$ cat src/rtl/peripheral_uart_rfifo_param.sv
// UART receive FIFO: characters with per-entry error flags, trigger level,
// exact error-entry count and sticky overrun/underrun status.
module peripheral_uart_rfifo_param #(
    parameter int DATA_W = 8,
    parameter int ERR_W  = 3,
    parameter int DEPTH  = 16,
    parameter int PTR_W  = $clog2(DEPTH),
    parameter int CNT_W  = $clog2(DEPTH) + 1
) (
    input  logic                     clk,
    input  logic                     wb_rst_i,
    input  logic                     push,
    input  logic                     pop,
    input  logic [DATA_W+ERR_W-1:0]  data_in,
    input  logic                     fifo_reset,
    input  logic                     reset_status,
    input  logic [CNT_W-1:0]         trig_level,
    output logic [DATA_W+ERR_W-1:0]  data_out,
    output logic [CNT_W-1:0]         count,
    output logic                     empty,
    output logic                     full,
    output logic                     trig_hit,
    output logic                     overrun,
    output logic                     underrun,
    output logic                     error_bit,
    output logic [CNT_W-1:0]         err_count
);

    localparam logic [CNT_W-1:0] DEPTH_C = CNT_W'(DEPTH);

    logic [DATA_W-1:0] mem_chr [DEPTH];
    logic [ERR_W-1:0]  mem_err [DEPTH];
    logic [PTR_W-1:0]  wr_ptr;
    logic [PTR_W-1:0]  rd_ptr;
    logic [CNT_W-1:0]  count_q;
    logic [CNT_W-1:0]  err_q;
    logic              overrun_q;
    logic              underrun_q;
    logic              flush;
    logic              wr_en;
    logic              rd_en;
    logic              in_err;
    logic              head_err;

    assign flush    = wb_rst_i || fifo_reset;
    assign empty    = (count_q == '0);
    assign full     = (count_q == DEPTH_C);
    assign rd_en    = pop && !empty;
    // A pop in the same cycle frees a slot, so a push into a full FIFO is accepted.
    assign wr_en    = push && (!full || rd_en);
    assign in_err   = |data_in[ERR_W-1:0];
    assign head_err = |mem_err[rd_ptr];

    assign data_out  = {mem_chr[rd_ptr], mem_err[rd_ptr]};
    assign count     = count_q;
    assign err_count = err_q;
    assign error_bit = (err_q != '0);
    assign trig_hit  = (trig_level != '0) && (count_q >= trig_level);
    assign overrun   = overrun_q;
    assign underrun  = underrun_q;

    always_ff @(posedge clk) begin
        if (wr_en && !flush) begin
            mem_chr[wr_ptr] <= data_in[DATA_W+ERR_W-1:ERR_W];
        end
    end

    // Clear on pop first so a write to the same slot takes precedence.
    always_ff @(posedge clk) begin
        if (flush) begin
            for (int i = 0; i < DEPTH; i++) begin
                mem_err[i] <= '0;
            end
        end else begin
            if (rd_en) begin
                mem_err[rd_ptr] <= '0;
            end
            if (wr_en) begin
                mem_err[wr_ptr] <= data_in[ERR_W-1:0];
            end
        end
    end

    always_ff @(posedge clk) begin
        if (flush) begin
            wr_ptr  <= '0;
            rd_ptr  <= '0;
            count_q <= '0;
            err_q   <= '0;
        end else begin
            if (wr_en) begin
                wr_ptr <= wr_ptr + PTR_W'(1);
            end
            if (rd_en) begin
                rd_ptr <= rd_ptr + PTR_W'(1);
            end
            case ({wr_en, rd_en})
                2'b10:   count_q <= count_q + CNT_W'(1);
                2'b01:   count_q <= count_q - CNT_W'(1);
                default: count_q <= count_q;
            endcase
            case ({wr_en && in_err, rd_en && head_err})
                2'b10:   err_q <= err_q + CNT_W'(1);
                2'b01:   err_q <= err_q - CNT_W'(1);
                default: err_q <= err_q;
            endcase
        end
    end

    always_ff @(posedge clk) begin
        if (flush) begin
            overrun_q  <= 1'b0;
            underrun_q <= 1'b0;
        end else begin
            overrun_q  <= (overrun_q && !reset_status) || (push && full && !rd_en);
            underrun_q <= (underrun_q && !reset_status) || (pop && empty);
        end
    end

endmodule
$ cat config.mk
export PLATFORM = sky130hd
export DESIGN_NAME = peripheral_uart_rfifo_param
export DESIGN_NICKNAME = d
export VERILOG_FILES = /design/src/rtl/peripheral_uart_rfifo_param.sv
export SDC_FILE = /design/constraint.sdc
export NUM_CORES = 1
export LEC_CHECK = 0
export ABC_AREA = 0
export BUFFER_PORTS_ARGS = -buffer_cell sky130_fd_sc_hd__buf_4
export CORE_ASPECT_RATIO = 0.5
export CORE_MARGIN = 2
export CORE_UTILIZATION = 59
export DETAILED_ROUTE_END_ITERATION = 8
export GPL_ROUTABILITY_DRIVEN = 0
export PLACE_DENSITY = 0.77
export SLEW_MARGIN = 5
export SYNTH_ARGS = -nofsm -noshare
export SYNTH_HDL_FRONTEND = slang
export SYNTH_SLANG_ARGS = --single-unit
$ cat constraint.sdc
create_clock -name clk -period 4.15 [get_ports clk]
set_input_delay 0 -clock clk [delete_from_list [all_inputs] [get_ports clk]]
set_output_delay 0 -clock clk [all_outputs]
set_load 0.01 [all_outputs]
==> impl_metrics.csv <==
group,metric,value,unit
timing,totalNegativeSetupSlack,0,ns
timing,worst-slew-pin-transition,0.7067,ns
placement,dpl_cell_area,9328,sq um
pwr,seqPwrFrac,54.9,%
timing,final_max_slew_viol_count,0,
clock_network,clock-sinks,200,
yosys,yosysTopAreaCell,"edfxtp_1",
timing,achievable-frequency,275.3,MHz
yosys,synth_most_common_cell,"edfxtp_1",
yosys,synth_compound_area_share,4.351,%
drt,wire_per_inst,21.82,microns
yosys,main_combinational_cell_family_by_area_after_synthesis,"multiplexers",
floorplanning,initial_utilization,60.19,%
hold_path,timing.hold.worst.class,"in -> reg",
floorplanning,die_x,175.6,microns
yosys,syn-instance-count,526,
timing,unrepaired_setup_endpoints_after_global_routing,"no",
drt,first_pass_iters,7,
drt,routed_wl,17720,microns
pwr,comb_power_share,5.7,%
pwr,internal_power,3.164,mW
floorplanning,die_h,89.79,microns
pwr,net_switching_share_of_the_total_power,22.06,%
global_route,grt_pass1_wl,27800,microns
yosys,avgSynthCellArea,16.51,sq um
flow_run,cap_violations,0,
setup_path,worstSetupEndpoint,"err_count[4]$_SDFFE_PP0P_",
pwr,power_density,404.6,nW/um^2
yosys,synth_cell_type_count,41,
yosys,synth_fp_nets,570,
drt,drt_iter0_drc,530,
clock_network,clk_pin_slew_worst_paths,0.08,ns
layout,finish.instance_area,10030,sq um
placement,placement.io_buffers,48,
run_status,status,"completed",
drt,route.antenna.remaining_nets,0,
timing,worst_clock_skew,0.01144,ns
yosys,synthTopCellsByArea,"edfxtp_1 61%, mux4_2 14%, dfxtp_1 5.5%, and2_1 3.5%, ha_1 2.9%",
yosys,synth_sequential_area_ratio,66.39,%
yosys,synth-adder-area-share,3.342,%
pwr,ir_worst_vdd,0.0003498,V
pwr,power_leakage,3.502,nW
floorplanning,die-area,15770,sq um
yosys,synth_largest_type_area_fraction,60.86,%
floorplanning,design.core.area,14430,sq um
yosys,yosys_register_bits,200,
clock_network,postCtsSetupRepairBufs,0,
yosys,edff_count_synth,176,
yosys,synthXorXnorAreaFrac,1.109,%
global_route,grt_max_degree,39,
clock_network,clock_tree.root_cell,"clkbuf_16",
setup_path,startpoint_type,"register",
setup_path,worstSetupPathType,"reg -> reg",
layout,insertedDiodeCount,0,
timing,setup_viol,0,
timing,slew_headroom,52.89,%
drt,detailroute.via_count,4890,
clock_network,number_of_buffers_on_the_longest_clock_path,2,
layout,nets,646,
yosys,yosys_warnings,0,
clock_network,clkLatencyLatePin,0.43,ns
yosys,synth.cells.most_frequent,"176 x edfxtp_1, 53 x mux4_2, 49 x and2_1",
timing,final_critical_period,3.633,ns
pwr,total_switching_power,0.8958,mW
clock_network,cts-buffers-inserted,17,
global_route,grt_pass1_vias,4921,
yosys,synth_simple_gate_area_share,8.226,%
setup_path,worst-r2r-setup-slack,0.52,ns
setup_path,setup.worst_path.end_class,"register",
placement,detailedPlacementHpwl,11050,microns
global_route,global_route.usage.total,24.09,%
setup_path,capturing_point_of_the_worst_reg2reg_path,"err_count[4]$_SDFFE_PP0P_",
layout,area_delta_synth_final,15.55,%
clock_network,tritoncts_clock_tree,"built",
pwr,clkPwrFrac,39.4,%
floorplanning,std_cell_rows,31,
timing,hold_violations_final,0,
layout,final_core_utilization,69.55,%
layout,post_route_cells_drive_above_1_share,26.06,%
global_route,grt_antenna_before_repair,0,
global_route,grt_overflow_total,0,
yosys,synthFlopType,"edfxtp_1",
clock_network,cts.htree.levels,4,
drt,post_drt_via_cell_ratio,6.022,
setup_path,timing.critical_path.fanout_max,13,
setup_path,worst_r2r_path_depth,13,
floorplanning,io-pin-count,49,
yosys,synth_mux_area_share,14.49,%
timing,layout_worst_path_cycle_share,87.54,%
yosys,post_syn_area,8685,sq um
setup_path,cp_data_arrival_time,3.99,ns
drt,detail_route.drc_violations,0,
setup_path,worst_ep_required_time,4.51,ns
yosys,ys_async_sr_fraction,0,%
[layer usage]
metal / track usage, % / part of all wire [%]
met2: 40.03 / 50
met1: 33.53 / 41
met3: 4.230 / 7.1
met5: 0 / 0
met4: 6.474 / 1.3
[power by group through the flow]
| stage | logic (mW) | registers, mW | clock network (mW) |
|---|---|---|---|
| global placement | 0.214 | 2.27 | 0 |
| finish | 0.231 | 2.23 | 1.60 |
| CTS | 0.232 | 2.23 | 1.61 |
| floorplan | 0.139 | 2.27 | 0 |
| detailed placement | 0.220 | 2.28 | 0 |
| global route | 0.253 | 2.23 | 1.69 |
[flip-flops by register name, summed over array words and instances, names as in the netlist, named ones only]
name,cells
wr_ptr,4
rd_ptr,4
mem_chr,128
err_count,5
count,5
underrun,1
mem_err,48
overrun,1
[repair_timing]
| action | CTS | global route |
|---|---|---|
| gates resized for setup | 0 | 0 |
| hold endpoints to repair | 148 | 0 |
| hold buffers | 14 | 0 |
[placed cells by master, fill, tap and decap left out, drive strengths merged, types with 3 or more instances in the layout]
cell / synthesis / routed
nor2: 43 / 43
mux2i: 5 / 5
nand2: 8 / 8
edfxtp: 176 / 176
dlygate4sd3: 0 / 14
ha: 20 / 20
a21oi: 14 / 14
clkinv: 0 / 3
a31oi: 13 / 13
mux4: 53 / 53
o21ai: 19 / 19
nor4: 3 / 3
clkbuf: 13 / 17
buf: 13 / 69
inv: 15 / 21
a21o: 6 / 6
nor2b: 10 / 10
dfxtp: 24 / 24
a41oi: 4 / 4
clkinvlp: 0 / 4
xnor2: 6 / 6
nand3: 3 / 3
xor2: 5 / 5
nand3b: 4 / 4
and2: 49 / 49
a211oi: 3 / 3
[stage by stage]
| stage | total power, mW | setup slack [ns] | hold slack [ns] | instances |
|---|---|---|---|---|
| 2_1_floorplan | 2.406 | 0.8147 | 0.09887 | 526 |
| 3_3_place_gp | 2.488 | 0.6237 | 0.2895 | 767 |
| 3_5_place_dp | 2.495 | 0.5455 | 0.2941 | 767 |
| 4_1_cts | 4.076 | 0.4943 | 0.005862 | 812 |
| 5_1_grt | 4.175 | 0.3243 | 0.01359 | 812 |
| 6_report | 4.060 | 0.5172 | 0.02576 | 812 |
[critical path: stages, from the launching register on]
cell and delay (ns):
dfxtp_2 0.60, mux4_2 0.55, nor2b_1 0.15, a211oi_1 0.28, a21oi_1 0.09, o31a_1 0.36
ha_1 0.26, ha_1 0.32, nor2b_1 0.16, o21a_1 0.16, nor2_1 0.11, xnor2_1 0.08
or3_1 0.30, a21oi_1 0.13
[logic make-up after synthesis]
logic type	Yosys count
adder cells (fa/ha/maj)	22
multiplexers	59
XOR/XNOR	11
AO/OA/AOI/OAI	62
flip-flops	200
AND/OR/NAND/NOR	131
buffers and inverters	41
[how the worst min path moves through the flow]
stage | slack, ns | cells past startpoint | start | to
floorplan | 0.1 | 0 | data_in[3] | mem_chr[0][0]$_DFFE_PP_
global placement | 0.29 | 1 | data_in[3] | mem_chr[10][0]$_DFFE_PP_
detailed placement | 0.29 | 1 | data_in[8] | mem_chr[12][5]$_DFFE_PP_
CTS | 0.006 | 2 | data_in[1] | mem_err[15][1]$_SDFFCE_PN0P_
global route | 0.01 | 2 | data_in[1] | mem_err[14][1]$_SDFFCE_PN0P_
finish | 0.03 | 2 | data_in[1] | mem_err[14][1]$_SDFFCE_PN0P_
[area by class of cell]
type | instances | area [sq um]
Sequential cell | 200 | 5768
Fill cell | 954 | 4394
Multi-Input combinational cell | 285 | 2738
Timing Repair Buffer | 83 | 658.1
Clock buffer | 17 | 425.4
Tap cell | 198 | 247.7
Clock inverter | 14 | 141.4
Inverter | 15 | 56.30
(Power assumes the default switching activity.)
